[src/rtl/fifo_uart_tx.sv]
// Purpose : drains bytes from a show-ahead-off FIFO and serialises them as 8N1/8N2 UART frames.
// Latency : start bit begins 2 cycles after the IDLE cycle that issues fifo_rdreq.
// Backpressure: only pops when tx_en=1 and fifo_empty=0; the FIFO absorbs all stalls.
//
// Ports:
//   clk        system clock, rising edge
//   rst        synchronous active-low reset
//   fifo_q     FIFO read data, valid the cycle after fifo_rdreq
//   fifo_empty FIFO empty flag
//   fifo_rdreq one-cycle FIFO pop, issued from IDLE only
//   tx_en      gates the start of new frames; never aborts a frame in flight
//   txd        registered serial line, idle high
//   busy       registered, high from FETCH through the last stop-bit cycle
//   tx_done    registered one-cycle pulse after the final stop bit
//
// Optional feature: define FIFO_UART_TX_PARITY_EN to insert an even parity bit after
// the data bits. Without it the frame is start + 8 data + STOP_BITS stop bits.

module fifo_uart_tx #(
  parameter int unsigned CLK_DIV   = 434,
  parameter int unsigned STOP_BITS = 1
) (
  input  logic       clk,
  input  logic       rst,
  input  logic [7:0] fifo_q,
  input  logic       fifo_empty,
  output logic       fifo_rdreq,
  input  logic       tx_en,
  output logic       txd,
  output logic       busy,
  output logic       tx_done
);

  // Bit-period down-counter reload: each bit lasts RELOAD+1 = CLK_DIV cycles.
  localparam logic [15:0] RELOAD = 16'(CLK_DIV - 1);

  typedef enum logic [2:0] {
    S_IDLE   = 3'd0,
    S_FETCH  = 3'd1,
    S_START  = 3'd2,
    S_DATA   = 3'd3,
`ifdef FIFO_UART_TX_PARITY_EN
    S_PARITY = 3'd4,
`endif
    S_STOP   = 3'd5
  } state_t;

  state_t      state_q, state_d;
  logic [15:0] cnt_q, cnt_d;
  logic [2:0]  idx_q, idx_d;
  logic [7:0]  sh_q, sh_d;
  logic        stop_idx_q, stop_idx_d;
  logic        arm_q, arm_d;
  logic        txd_q, txd_d;
  logic        busy_q, busy_d;
  logic        tx_done_q, tx_done_d;
`ifdef FIFO_UART_TX_PARITY_EN
  logic        par_q, par_d;
`endif

  logic start_ok;
  logic stop_last;
  logic cnt_zero;

  // arm_q is low for the first cycle after reset release, so a FIFO that is
  // already non-empty at release is not popped until the following cycle.
  // rst is included so no pop is requested while reset is being held.
  assign start_ok = (state_q == S_IDLE) && arm_q && rst && tx_en && !fifo_empty;

  // With one stop bit every stop period is the last one.
  assign stop_last = (STOP_BITS == 2) ? stop_idx_q : 1'b1;
  assign cnt_zero  = (cnt_q == 16'd0);

  always_comb begin
    state_d    = state_q;
    cnt_d      = cnt_q;
    idx_d      = idx_q;
    sh_d       = sh_q;
    stop_idx_d = stop_idx_q;
    arm_d      = 1'b1;
    txd_d      = txd_q;
    busy_d     = busy_q;
    tx_done_d  = 1'b0;
`ifdef FIFO_UART_TX_PARITY_EN
    par_d      = par_q;
`endif

    // txd_d is derived from the state being entered so that txd_q changes on
    // exactly the edge where the bit period begins.
    case (state_q)
      S_IDLE: begin
        if (start_ok) begin
          state_d = S_FETCH;
          busy_d  = 1'b1;
        end
      end

      S_FETCH: begin
        // fifo_q is valid now, one cycle after the pop.
        sh_d    = fifo_q;
`ifdef FIFO_UART_TX_PARITY_EN
        par_d   = ^fifo_q;
`endif
        cnt_d   = RELOAD;
        txd_d   = 1'b0;
        state_d = S_START;
      end

      S_START: begin
        if (cnt_zero) begin
          cnt_d   = RELOAD;
          idx_d   = 3'd0;
          txd_d   = sh_q[0];
          state_d = S_DATA;
        end else begin
          cnt_d = cnt_q - 16'd1;
        end
      end

      S_DATA: begin
        if (cnt_zero) begin
          cnt_d = RELOAD;
          // LSB-first: the bit on the line is always sh_q[0].
          sh_d  = {1'b0, sh_q[7:1]};
          if (idx_q == 3'd7) begin
            idx_d = 3'd0;
`ifdef FIFO_UART_TX_PARITY_EN
            txd_d   = par_q;
            state_d = S_PARITY;
`else
            txd_d      = 1'b1;
            stop_idx_d = 1'b0;
            state_d    = S_STOP;
`endif
          end else begin
            idx_d = idx_q + 3'd1;
            txd_d = sh_q[1];
          end
        end else begin
          cnt_d = cnt_q - 16'd1;
        end
      end

`ifdef FIFO_UART_TX_PARITY_EN
      S_PARITY: begin
        if (cnt_zero) begin
          cnt_d      = RELOAD;
          txd_d      = 1'b1;
          stop_idx_d = 1'b0;
          state_d    = S_STOP;
        end else begin
          cnt_d = cnt_q - 16'd1;
        end
      end
`endif

      S_STOP: begin
        if (cnt_zero) begin
          if (stop_last) begin
            // Back in IDLE next cycle, where a new pop may be issued alongside tx_done.
            cnt_d      = 16'd0;
            stop_idx_d = 1'b0;
            txd_d      = 1'b1;
            busy_d     = 1'b0;
            tx_done_d  = 1'b1;
            state_d    = S_IDLE;
          end else begin
            cnt_d      = RELOAD;
            stop_idx_d = 1'b1;
          end
        end else begin
          cnt_d = cnt_q - 16'd1;
        end
      end

      default: begin
        cnt_d   = 16'd0;
        txd_d   = 1'b1;
        busy_d  = 1'b0;
        state_d = S_IDLE;
      end
    endcase
  end

  always_ff @(posedge clk) begin
    if (!rst) begin
      // An in-flight byte is simply dropped; the line returns high on this edge.
      state_q    <= S_IDLE;
      cnt_q      <= 16'd0;
      idx_q      <= 3'd0;
      sh_q       <= 8'd0;
      stop_idx_q <= 1'b0;
      arm_q      <= 1'b0;
      txd_q      <= 1'b1;
      busy_q     <= 1'b0;
      tx_done_q  <= 1'b0;
`ifdef FIFO_UART_TX_PARITY_EN
      par_q      <= 1'b0;
`endif
    end else begin
      state_q    <= state_d;
      cnt_q      <= cnt_d;
      idx_q      <= idx_d;
      sh_q       <= sh_d;
      stop_idx_q <= stop_idx_d;
      arm_q      <= arm_d;
      txd_q      <= txd_d;
      busy_q     <= busy_d;
      tx_done_q  <= tx_done_d;
`ifdef FIFO_UART_TX_PARITY_EN
      par_q      <= par_d;
`endif
    end
  end

  // The pop decision depends on this cycle's FIFO flag, so it cannot be registered
  // without adding a cycle to the start latency.
  assign fifo_rdreq = start_ok;
  assign txd        = txd_q;
  assign busy       = busy_q;
  assign tx_done    = tx_done_q;

endmodule

[config.mk]
export PLATFORM = sky130hd
export DESIGN_NAME = fifo_uart_tx
export DESIGN_NICKNAME = d
export VERILOG_FILES = /design/src/rtl/fifo_uart_tx.sv
export SDC_FILE = /design/constraint.sdc
export NUM_CORES = 1
export LEC_CHECK = 0
export BUFFER_PORTS_ARGS = -buffer_cell sky130_fd_sc_hd__buf_2
export CORE_AREA = 2 2 63 65
export DETAILED_ROUTE_END_ITERATION = 7
export DIE_AREA = 0 0 65 67
export GPL_TIMING_DRIVEN = 0
export PLACE_DENSITY = 0.75
export SETUP_SLACK_MARGIN = 0.4
export SYNTH_ARGS = -nofsm -noshare
export SYNTH_HDL_FRONTEND = slang
export SYNTH_SLANG_ARGS = --single-unit
[constraint.sdc]
create_clock -name clk -period 3.4 [get_ports clk]
set_input_delay 0.51 -clock clk [delete_from_list [all_inputs] [get_ports clk]]
set_output_delay 0.51 -clock clk [all_outputs]
set_load 0.01 [all_outputs]
== Word level (Yosys, flattened, before mapping) ==
Index checks and enable logic that the tools add are counted.

* Bitwise gates (word level): 2
* Reduce and logical (&&, ||, !) cells: 17
* Muxes and demuxes: 24
* Add/subtract/negate cells: 2
* Equal/unequal tests: 10

{| class="wikitable"
|+ Operator list
! cell !! count
|-
| $pmux W16 S4 || 1
|-
| $mux W16 || 2
|-
| $mux W3 || 7
|-
| $logic_not A16 Y1 || 1
|-
| $pmux W8 S2 || 1
|-
| $sub A16 B1 Y16 const B || 1
|-
| $pmux W3 S5 || 1
|-
| $ne A2 B2 Y1 const B || 5
|-
| $mux W1 || 8
|-
| $mux W8 || 1
|-
| $eq A3 B2 Y1 const B || 2
|-
| $eq A3 B3 Y1 const B || 2
|-
| $pmux W3 S2 || 1
|-
| $reduce_and A3 Y1 || 2
|-
| $pmux W1 S5 || 1
|-
| $reduce_and A5 Y1 || 1
|-
| $logic_and A1 B1 Y1 || 4
|-
| $reduce_and A2 Y1 || 2
|-
| $reduce_and A4 Y1 || 1
|-
| $reduce_bool A2 Y1 || 2
|-
| $add A3 B1 Y3 const B || 1
|-
| $eq A3 B1 Y1 const B || 1
|-
| $logic_not A3 Y1 || 1
|-
| $pmux W1 S3 || 1
|-
| 4 further kinds || 5
|}

* Output and inout port bits: 4
* Flip-flop bits (word level): 34
* Input port bits: 12
* Word-level logic and storage cells: 63

== Longest topological paths before layout ==
* Depth after elaboration: 7
* Gate-level depth with buffers: 9
* Mapped depth without buffers: 7

== Worst setup path after synthesis ==
OpenSTA, ideal clock, no wires.

* Kind: reg2reg
* From: reg cnt_q[0]
* To: reg sh_q[4]
* Path buffers: 2
* Clock period less this slack: 2.523 ns
* Data required time: 3.284 ns
* Cell stages (with the launch flop): 10
* Setup slack: 0.877 ns
* Setup time: 0.116 ns
* Data arrival time: 2.407 ns
* Cell sequence: dfxtp_1 -> inv_1 -> ha_1 -> or4b_2 -> or4_4 -> buf_6 -> a211oi_4 -> buf_6 -> nand3_2 -> o211a_1

* Longest elaborated chain between the ends: 3

{| class="wikitable"
|+ Ends and longest elaborated chain
! item !! line !! RTL
|-
| start: declaration || 49 || <nowiki>logic [15:0] cnt_q, cnt_d;</nowiki>
|-
| start signal: assignment || 202 || <nowiki>cnt_q <= cnt_d;</nowiki>
|-
| $logic_not A16 Y1 || 72 || <nowiki>assign cnt_zero = (cnt_q == 16'd0);</nowiki>
|-
| $ne A2 B2 Y1 (no line) || n/a ||
|-
| $reduce_and A2 Y1 (no line) || n/a ||
|-
| end signal: assignment || 191 || <nowiki>sh_q <= 8'd0;</nowiki>
|-
| end signal: assignment || 204 || <nowiki>sh_q <= sh_d;</nowiki>
|-
| end: declaration || 51 || <nowiki>logic [7:0] sh_q, sh_d;</nowiki>
|}

Every way passes these cells.
A chain may end at the register's enable or synchronous reset.

== Worst setup path in the final report ==
* From: reg cnt_q[0]
* To: reg sh_q[6]

The elaborated chain is that of the path after synthesis.

==> reports/summary.txt <==
Status: finished, final reports clean
Clock Path Buffers: 2
Final Critical Period: 2.75 ns
Synth Area in XOR/XNOR: 1.37%
Relative slew slack: 32.8%
GR Util All Layers: 22.9%
CP required: 3.58 ns
Final Max Tran Viols: 0
Routed wire per std cell: 14.3 microns
Layout cells sized above 1: 13.1%
Worst slew pin tran: 0.999 ns
Final wirelength: 4390 microns
Clock-pin transition on the worst setup and hold timing paths: 0.06 ns
Worst Hold Class: in2reg
Most frequent cells in the layout: dfxtp_1 (34), o21ai_0 (25), nand2_1 (23)
Post-synthesis compound-gate area fraction: 22.7%
Sequential area share after synthesis: 35.4%
CTS Buf Count: 5
Final setup fails: 0
Core Region: 3610 sq um
Largest net degree at the start of global routing: 11
Post-Place Cells: 302
Final hold slack: 0.385 ns
Congestion Overflow GR: 0
GR Layer Usage met1: 29.2%
Most common flop cell mapped by yosys: dfxtp_1
Mapped Nets: 255
Setup Crit Path Kind: reg2reg
FMAX: 364 MHz
Non-filler cells, final: 308
Flop-to-flop setup slack: 0.65 ns
Cell Area, Synth: 1920 sq um
Number of synthesized flops with an enable pin: 0
Commonest non-fill, non-tap cell in the layout: dfxtp_1
Met3 usage in global routing: 3.55%
Adder-cell share of the synthesized area: 2.61%
TNS Setup: 0 ns
Nets: 277
Synth Register Bits: 34
Hold Path Depth: 1
Post-CTS setup buffer count: 0
GRT met2 Usage: 38.4%
Synth-to-Final Area Change: 11.3%
CTS sink cnt: 34
Starting Density: 53.3%
Max FO, Critical Path: 10
GR peak layer: met2
Post-synthesis mux area share: 0%
Post_cts resized: 0
Antenna Cells: 0
Port Buffer Count: 15
Register-to-Register Path Depth: 9
Via/cell ratio: 5.94
Crit. End Element: flop
Die width: 65 microns
Routed Antenna Nets: 0
Drc violations: 0
Std-Cell Rows: 22
Final period utilization: 80.9%
Mapped Cells: 239
Syn_area_per_cell: 8.04 sq um
Synth async-reset ratio: 0%
CTS root buf: clkbuf_8
DP Wirelength: 3230 microns
Vias in the first global route: 1707
GP Congestion: 0.826
VDD IR max: 0.362 mV
Vias post-DR: 1830
FF-to-FF Start: cnt_q[0]
Yosys cell types: 46
CTS tree: yes
Pwr/cell area: 981 nW/um^2
Reg-to-reg endpoint: sh_q[6]
P_leak: 0.000851 uW
Die area: 4360 sq um
First-pass GRT wire length: 7750 microns
Max Cap Viol: 0
Hold Crit Endpoint: arm_q
Main combinational cell family by area after synthesis: simple AND/OR/NAND/NOR gates
Skew final: 0.00638 ns
Simple-Gate Fraction of Synth Area: 32.4%
Hold_buf cts: 0
Later-pin clock latency in the skew report: 0.28 ns
Unrepaired setup endpoints after global routing: false
Fin worst setup slack: 0.650 ns
CP Data Arrival Time: 2.93 ns
Startpoint types: flop
Hold_sp: rst
Setup Slack @ Placement: 0.685 ns
Die height: 67 microns
YS warnings: 0
Ports: 16
Initial antenna violation count: 0
Total power draw: 2100 uW
Final Hold Viols: 0
Initial DRC count: 131
H-tree depth: 2
DRT Pass-1 Iters: 4
-- through the flow --
stage          cell area, sq um  utilization, %
3_3_place_gp               2060            57.0
4_1_cts                    2140            59.3
5_1_grt                    2140            59.3
3_5_place_dp               2060            57.0
6_report                   2140            59.3
2_1_floorplan              1920               -
-- cell usage after synthesis (4+ instances only) --
master	number	area (sq um)
dfxtp_1	34	681
o21ai_0	25	125
nand2_1	23	86.3
nand3_1	15	75.1
nor3_1	15	75.1
nor2_1	14	52.6
clkbuf_1	11	41.3
a21oi_1	9	45.0
a21boi_0	7	52.6
o211a_1	7	70.1
inv_1	5	18.8
nand4_1	5	31.3
nor4_1	5	31.3
ha_1	4	50.1
nand2b_1	4	25.0
nor2b_1	4	25.0
or3_1	4	25.0
-- where the power goes --
group	internal (uW)	total (uW)	leakage [uW]	switching (uW)
logic	479	1220	0.000530	744
registers	498	581	0.000277	82.4
clock network	156	293	0.0000431	137
total	1130	2100	0.000851	963
-- routing by layer --
metal / part of all wire, % / wire [microns]
met1: 46 / 2020
met4: 1.7 / 74
met3: 4.1 / 178
met5: 0 / 0
met2: 48 / 2120
-- critical path, stage by stage, from the launching register on --
cell and delay [ns]:
dfxtp_1 0.39, inv_1 0.11, ha_1 0.15, or4b_2 0.65
or4_4 0.45, buf_6 0.15, a211oi_4 0.36, buf_6 0.20
nand3_2 0.06, o211a_1 0.12
-- area by class of cell --
cell class,count,area (sq um)
Fill cell,342,1470
Multi-Input combinational cell,183,1130
Sequential cell,34,681
Buffer,17,87.6
Clock buffer,6,82.6
Timing Repair Buffer,15,75.1
Tap cell,48,60.1
Inverter,5,18.8
-- how the worst max path moves through the flow --
stage | from | end | cells past startpoint
floorplan | cnt_q[0] | sh_q[4] | 9
global placement | cnt_q[0] | sh_q[6] | 9
detailed placement | cnt_q[0] | sh_q[6] | 9
CTS | cnt_q[0] | sh_q[6] | 9
global route | cnt_q[0] | cnt_q[15] | 8
finish | cnt_q[0] | sh_q[6] | 9
-- registers in the layout, summed over array words and instances, names as in the netlist --
signal	count
cnt_q	16
sh_q	8
idx_q	3
state_q	3
arm_q	1
busy	1
tx_done	1
txd	1
-- kinds of logic after synthesis --
family,Yosys count
buffers and inverters,22
and+or+nand+nor,111
xor gates and xnor gates,3
DFF,34
AOI/OAI and AO/OA,65
adders and majority gates,4
No activity file was read; power rests on OpenSTA's default activity.
